`src/rtl/seq_complex_mult.sv`:
```
// seq_complex_mult: multi-cycle signed complex multiplier, c = a * b.
// It answers the ALU stage's start/ready handshake. One shared WxW signed
// multiplier is used four times: ar*br, ai*bi, ar*bi, ai*br.
// Optional build macro CMUL_SAT_EN: each result component saturates instead
// of wrapping, and a registered `sat` flag output is added.
module seq_complex_mult #(
  parameter int W    = 8,
  parameter int FRAC = 0
) (
  input  logic           clk,
  input  logic           rst,
  input  logic           start,
  input  logic [2*W-1:0] a,
  input  logic [2*W-1:0] b,
  output logic [2*W-1:0] c,
  output logic           ready
`ifdef CMUL_SAT_EN
  ,
  output logic           sat
`endif
);

  // Accumulator width: one extra bit holds the sum of two full WxW products.
  localparam int AW = 2*W + 1;

  typedef enum logic [1:0] {
    ST_IDLE = 2'd0,
    ST_BUSY = 2'd1,
    ST_DONE = 2'd2
  } state_t;

`ifdef CMUL_SAT_EN
  localparam logic signed [AW-1:0] SAT_MAX_C = {{(W+2){1'b0}}, {(W-1){1'b1}}};
  localparam logic signed [AW-1:0] SAT_MIN_C = {{(W+2){1'b1}}, {(W-1){1'b0}}};

  // Scale one accumulator and clamp it to the signed W-bit range.
  function automatic logic [W-1:0] fmt_comp(input logic signed [AW-1:0] acc);
    logic signed [AW-1:0] sh;
    sh = acc >>> FRAC;
    if (sh > SAT_MAX_C) begin
      fmt_comp = W'(SAT_MAX_C);
    end else if (sh < SAT_MIN_C) begin
      fmt_comp = W'(SAT_MIN_C);
    end else begin
      fmt_comp = W'(sh);
    end
  endfunction

  // Report whether the scaled accumulator lies outside the signed W-bit range.
  function automatic logic sat_hit(input logic signed [AW-1:0] acc);
    logic signed [AW-1:0] sh;
    sh = acc >>> FRAC;
    sat_hit = (sh > SAT_MAX_C) || (sh < SAT_MIN_C);
  endfunction
`else
  // Scale one accumulator and keep the low W bits, so large values wrap around.
  function automatic logic [W-1:0] fmt_comp(input logic signed [AW-1:0] acc);
    fmt_comp = W'(acc >>> FRAC);
  endfunction
`endif

  state_t                state_r, state_nxt_s;
  logic [1:0]            step_r, step_nxt_s;
  logic [2*W-1:0]        a_r, a_nxt_s;
  logic [2*W-1:0]        b_r, b_nxt_s;
  logic signed [AW-1:0]  re_acc_r, re_acc_nxt_s;
  logic signed [AW-1:0]  im_acc_r, im_acc_nxt_s;
  logic [2*W-1:0]        c_r, c_nxt_s;
  logic                  sat_r, sat_nxt_s;

  logic signed [W-1:0]   ar_s, ai_s, br_s, bi_s;
  logic signed [W-1:0]   mul_x_s, mul_y_s;
  logic signed [2*W-1:0] prod_s;
  logic signed [AW-1:0]  prod_ext_s;
  logic signed [AW-1:0]  im_sum_s;

  assign ar_s = a_r[2*W-1:W];
  assign ai_s = a_r[W-1:0];
  assign br_s = b_r[2*W-1:W];
  assign bi_s = b_r[W-1:0];

  // Choose the operand pair that the shared multiplier uses in this step.
  always_comb begin
    mul_x_s = ar_s;
    mul_y_s = br_s;
    case (step_r)
      2'd0: begin mul_x_s = ar_s; mul_y_s = br_s; end
      2'd1: begin mul_x_s = ai_s; mul_y_s = bi_s; end
      2'd2: begin mul_x_s = ar_s; mul_y_s = bi_s; end
      2'd3: begin mul_x_s = ai_s; mul_y_s = br_s; end
      default: begin mul_x_s = ar_s; mul_y_s = br_s; end
    endcase
  end

  // The true signed product always fits in 2W bits, and the low 2W bits are
  // the same whatever signedness the sign-extended operands are multiplied with.
  assign prod_s     = {{W{mul_x_s[W-1]}}, mul_x_s} * {{W{mul_y_s[W-1]}}, mul_y_s};
  assign prod_ext_s = {prod_s[2*W-1], prod_s};
  assign im_sum_s   = im_acc_r + prod_ext_s;

  // Compute the next FSM state and the next datapath values.
  always_comb begin
    state_nxt_s  = state_r;
    step_nxt_s   = step_r;
    a_nxt_s      = a_r;
    b_nxt_s      = b_r;
    re_acc_nxt_s = re_acc_r;
    im_acc_nxt_s = im_acc_r;
    c_nxt_s      = c_r;
    sat_nxt_s    = sat_r;
    case (state_r)
      ST_IDLE, ST_DONE: begin
        if (start) begin
          state_nxt_s  = ST_BUSY;
          step_nxt_s   = 2'd0;
          a_nxt_s      = a;
          b_nxt_s      = b;
          re_acc_nxt_s = {AW{1'b0}};
          im_acc_nxt_s = {AW{1'b0}};
          sat_nxt_s    = 1'b0;
        end else begin
          state_nxt_s  = state_r;
        end
      end
      ST_BUSY: begin
        case (step_r)
          2'd0: begin
            re_acc_nxt_s = re_acc_r + prod_ext_s;
            step_nxt_s   = 2'd1;
          end
          2'd1: begin
            re_acc_nxt_s = re_acc_r - prod_ext_s;
            step_nxt_s   = 2'd2;
          end
          2'd2: begin
            im_acc_nxt_s = im_sum_s;
            step_nxt_s   = 2'd3;
          end
          2'd3: begin
            im_acc_nxt_s = im_sum_s;
            c_nxt_s      = {fmt_comp(re_acc_r), fmt_comp(im_sum_s)};
`ifdef CMUL_SAT_EN
            sat_nxt_s    = sat_hit(re_acc_r) || sat_hit(im_sum_s);
`else
            sat_nxt_s    = 1'b0;
`endif
            step_nxt_s   = 2'd0;
            state_nxt_s  = ST_DONE;
          end
          default: begin
            step_nxt_s   = 2'd0;
            state_nxt_s  = ST_IDLE;
          end
        endcase
      end
      default: begin
        step_nxt_s  = 2'd0;
        state_nxt_s = ST_IDLE;
      end
    endcase
  end

  // State register. Reset can abort an operation at any time.
  always_ff @(posedge clk or posedge rst) begin
    if (rst) begin
      state_r <= ST_IDLE;
    end else begin
      state_r <= state_nxt_s;
    end
  end

  // Datapath registers: step counter, operand latches, accumulators, result.
  always_ff @(posedge clk or posedge rst) begin
    if (rst) begin
      step_r   <= 2'd0;
      a_r      <= {(2*W){1'b0}};
      b_r      <= {(2*W){1'b0}};
      re_acc_r <= {AW{1'b0}};
      im_acc_r <= {AW{1'b0}};
      c_r      <= {(2*W){1'b0}};
      sat_r    <= 1'b0;
    end else begin
      step_r   <= step_nxt_s;
      a_r      <= a_nxt_s;
      b_r      <= b_nxt_s;
      re_acc_r <= re_acc_nxt_s;
      im_acc_r <= im_acc_nxt_s;
      c_r      <= c_nxt_s;
      sat_r    <= sat_nxt_s;
    end
  end

  // ready is combinational so that it drops in the same cycle start rises.
  assign ready = ((state_r == ST_IDLE) || (state_r == ST_DONE)) && !start;
  assign c     = c_r;

`ifdef CMUL_SAT_EN
  assign sat = sat_r;
`else
  // Without saturation the flag register is held at zero and has no reader.
  logic unused_sat_s;
  assign unused_sat_s = sat_r;
`endif

endmodule
```
`config.mk`:
```
export PLATFORM = sky130hd
export DESIGN_NAME = seq_complex_mult
export DESIGN_NICKNAME = d
export VERILOG_FILES = /design/src/rtl/seq_complex_mult.sv
export SDC_FILE = /design/constraint.sdc
export NUM_CORES = 1
export LEC_CHECK = 0
export ABC_AREA = 1
export BUFFER_PORTS_ARGS = -buffer_cell sky130_fd_sc_hd__buf_2
export CAP_MARGIN = 20
export CORE_MARGIN = 2
export CORE_UTILIZATION = 50
export DETAILED_ROUTE_END_ITERATION = 10
export PLACE_DENSITY = 0.8
export SLEW_MARGIN = 10
export SYNTH_ARGS = -nofsm -noshare
export SYNTH_HDL_FRONTEND = slang
export SYNTH_SLANG_ARGS = --single-unit
```
`constraint.sdc`:
```
create_clock -name clk -period 14.3 [get_ports clk]
set_input_delay 2.145 -clock clk [delete_from_list [all_inputs] [get_ports clk]]
set_output_delay 2.145 -clock clk [all_outputs]
set_load 0.02 [all_outputs]
```
# Word-level counts from Yosys, hierarchy flattened
# Index checks and enable logic that the tools add are counted.
# word_totals
out_inout_bits	17
word_cells	50
reg_bits	86
# classes
eq_ne	9
multipliers	1
n_reduce_logical	17
n_addsub	3
muxes	13
# op_table
cell	count
$pmux 17 s2	3
$add 17x16->17	2
$mux 17	2
$pmux 8 s2	2
$sub 17x16->17	1
$mul 8x8->16	1
$reduce_or 2->1	6
$pmux 2 s2	2
$pmux 2 s4	1
$eq 2x2->1 const B	3
$mux 2	3
$ne 2x2->1 const B	3
$reduce_and 2->1	3
$reduce_and 3->1	2
$eq 2x1->1 const B	2
$logic_not 2->1	2
$ne 3x3->1 const B	1
$reduce_bool 2->1	1
$logic_and 1x1->1	1
$logic_not 1->1	1
$logic_or 1x1->1	1

# Longest topological paths before layout
# logic_depth
word_depth	7
depth_mapped	34
ltp_nobuf	33

# Least setup slack after synthesis
# OpenSTA, ideal clock, no wires.
# synth_path
path_type	flip-flop to flip-flop
start	register step_r[1]
end	register re_acc_r[7]
arrival_ns	5.171
period_less_slack_ns	5.289
stages_incl_launch_ff	28
setup_ns	0.118
slack_ns	9.011
path_cell_list	dfrtp_1 > inv_1 > ha_1 > buf_6 > nor2_4 > buf_6 > nand2_1 > nand2_1 > inv_1 > or2_2 > fa_1 > fa_1 > fa_1 > fa_1 > inv_1 > ha_1 > xnor2_1 > xnor2_1 > ha_1 > a21oi_1 > o21ai_0 > a21oi_1 > nand3b_1 > nand2_1 > inv_1 > nand3_1 > nand3_1 > nand2_1
# synth_between
elab_chain_cells	7
elab_cells_between_ends	17
# synth_rtl
element	line	rtl
start: declaration	63	logic [1:0] step_r, step_nxt_s;
start signal: assignment	183	step_r <= step_nxt_s;
$eq 2x2->1 (tied with other cells)	86	case (step_r)
$reduce_or 2->1 (no line)	--	
$pmux 8 s2	86	
$mul 8x8->16	97	assign prod_s = {{W{mul_x_s[W-1]}}, mul_x_s} * {{W{mul_y_s[W-1]}}, mul_y_s};
$sub 17x16->17 / $add 17x16->17 (equally long branches)	132, 128	
$pmux 17 s2	126	case (step_r)
$pmux 17 s2	111	case (state_r)
end signal: assignment	178	re_acc_r <= {AW{1'b0}};
end signal: assignment	186	re_acc_r <= re_acc_nxt_s;
end: declaration	66	logic signed [AW-1:0] re_acc_r, re_acc_nxt_s;
# Parallel ways exist; a longest one is shown, timed or not.
# A chain may end at the register's enable or synchronous reset.

# Final worst setup path
# Same ends and word-level chain as after synthesis.

==> results.py <==
metrics = {
    "cts": {
        "clk_pin_slew_ps": 70,
        "post_cts.resized_instances": 0,
        "root_buffer": "clkbuf_8",
        "cts_inserted_buffers": 9,
        "h-tree-depth": 3,
        "cts.sinks": 68,
        "clockBufferDepth": 2,
        "cts_hold_buf": 0,
        "cts_tree": "done",
        "cts_setup_buffers": 0,
        "clk_latency_ps": 340,
    },
    "global_routing": {
        "grt_pass1_vias": 4010,
        "overflow": 0,
        "grt_start_max_net_pins": 69,
        "grt_usage": 0.212,
        "antenna_found_initial": 0,
        "grt_pass1_wl_mm": 17.3,
    },
    "sta": {
        "rsz0062_at_grt": "false",
        "fin_ws_ps": 8420,
        "tightest_slew_ps": 845,
        "fin_crit_ps": 5880,
        "max_slew_margin": 0.437,
        "hold_viol_final": 0,
        "finalCritPeriodShare": 0.411,
        "max_freq_mhz": 170,
        "skew_ps": 7.54,
        "hold_slack_ps": 480,
        "finalSetupViolCount": 0,
        "setup_tns_ps": 0,
        "slew_viol_final": 0,
    },
    "detailed_routing": {
        "dr.pass1.iters": 5,
        "antenna_left": 0,
        "vias": 3994,
        "viasPerCell": 5.11,
        "wl_per_cell_um": 12.6,
        "dr.first_iter.drc_count": 175,
        "wirelength_mm": 9.88,
        "drc": 0,
    },
    "placement": {
        "place.gp.congestion": 0.960,
        "place_area_mm2": 0.00498,
        "dp_hpwl_mm": 7.78,
        "place_ws_ps": 8430,
        "io_buffers": 51,
    },
    "setup_path": {
        "crit_path_start_kind": "flip-flop",
        "worstRegToRegCells": 25,
        "worst-path-max-fanout": 12,
        "critical_path_buf_inv_count": 4,
        "r2r-end": "re_acc_r[7]",
        "crit_required_ps": 14530,
        "arrival_ps": 6110,
        "cp_slowest_cell": "fa_1",
        "cp_slowest_stage_delay_ps": 570,
        "crit_type": "reg2reg",
        "crit_family": "adder cells",
        "worstReg2RegStart": "step_r[1]",
        "ff2ff_setup_slack_ps": 8420,
        "cp-end-kind": "flip-flop",
    },
    "yosys": {
        "synth_area_leader_cell": "dfrtp_1",
        "synth_common_cells": "nand2_1 (195), inv_1 (103), dfrtp_1 (68)",
        "ys_warn_count": 0,
        "synthFlopType": "dfrtp_1",
        "synthArstFlopShare": 1.00,
        "yosysMostFrequentCell": "nand2_1",
        "syn_avg_cell_area_um2": 7.55,
        "ys_types": 32,
        "yosys-top-cells-area": "dfrtp_1 (37%), nand2_1 (16%), ha_1 (11%), inv_1 (8.3%), fa_1 (6.0%)",
        "synthesis.nets": 702,
        "ys_seq_elements": 68,
        "yosysSeqAreaShare": 0.367,
        "synth_cells": 614,
        "synth_top_area_share": 0.367,
        "synthesis.area_mm2": 0.00463,
        "synth_edf_count": 0,
    },
    "run": {
        "drv_cap": 0,
    },
    "min_path": {
        "whs_endpoint": "c[9]",
        "min_path_cells": 2,
        "hold_start": "c[9]",
        "holdCritPathClass": "reg2reg",
    },
    "layout": {
        "final_cell_area_mm2": 0.00513,
        "drive_gt1_frac": 0.131,
        "diodes": 0,
        "area_growth_pct": 10.7,
        "finalNetCount": 754,
    },
    "die": {
        "die_h_um": 100,
        "core-area_mm2": 0.00911,
        "die_area_mm2": 0.0101,
        "die_x_um": 100,
        "rows": 35,
        "initial_utilization": 0.509,
        "io_pins": 52,
    },
    "status": {
        "status": "finished, final reports clean",
    },
}
-- flip-flops by register name (all words and copies together) (netlist names) --
name      count
b_r          16
state_r       2
step_r        2
c            16
a_r          16
im_acc_r      8
re_acc_r      8
-- placed cells by master, fill, tap and decap left out, drive strengths merged --
cell,instances
or2,3
nand2,206
clkbuf,12
a22o,1
o21ai,58
a22oi,1
ha,39
xor2,5
a31oi,2
nand4,2
o21bai,1
clkinv,3
a21oi,13
nand3,26
o22ai,5
nand3b,3
xnor2,5
nor2,42
fa,14
inv,106
dfrtp,68
o211ai,1
buf,53
a211oi,1
-- stage by stage --
step | util | instances
after floorplan | - | 614
after global placement | 0.547 | 766
after detailed placement | 0.547 | 766
after CTS | 0.563 | 781
after global routing | 0.563 | 781
final | 0.563 | 781
-- how the worst max path moves through the flow --
| stage | start | end | slack (ps) | cells past startpoint |
|---|---|---|---|---|
| floorplan | step_r[1] | re_acc_r[7] | 9010 | 27 |
| global placement | step_r[1] | re_acc_r[7] | 8670 | 26 |
| detailed placement | step_r[1] | re_acc_r[7] | 8430 | 26 |
| CTS | step_r[1] | re_acc_r[7] | 8420 | 26 |
| global route | step_r[1] | re_acc_r[7] | 8020 | 26 |
| finish | step_r[1] | re_acc_r[7] | 8420 | 25 |
-- worst reg2reg max path: cells and delay by family (launching register included) --
family	cells	cell delay, ps
AOI/OAI and AO/OA	3	450
xor gates and xnor gates	2	480
DFF	1	390
adders and majority gates	7	2950
buffers and inverters	4	290
and+or+nand+nor	9	1210
-- final cells by class --
type	count	area (µm²)
timing repair buffer	53	270
sequential	68	1700
tap	111	139
inverter	106	398
clock inverter	3	15.0
fill	825	3980
clock buffer	12	135
multi-input combinational	428	2470
-- layer usage --
metal	GRT usage	part of all wire	vias up
met5	0	0	-
met1	0.265	0.44	1818
li1	-	-	2013
met4	0.0864	0.029	0
met2	0.360	0.47	137
met3	0.0411	0.054	26
-- kinds of logic (layout without fill, tap and decap cells) --
family	count (synthesis)	after routing	share of synthesized area
xor gates and xnor gates	10	10	0.0189
buffers and inverters	118	174	0.0991
DFF	68	68	0.367
and+or+nand+nor	282	282	0.253
AOI/OAI and AO/OA	83	83	0.0961
adders and majority gates	53	53	0.166
Power is left out: the tool's default activity adds up to more than one toggle a clock period on the data nets, which glitch-free logic cannot reach.
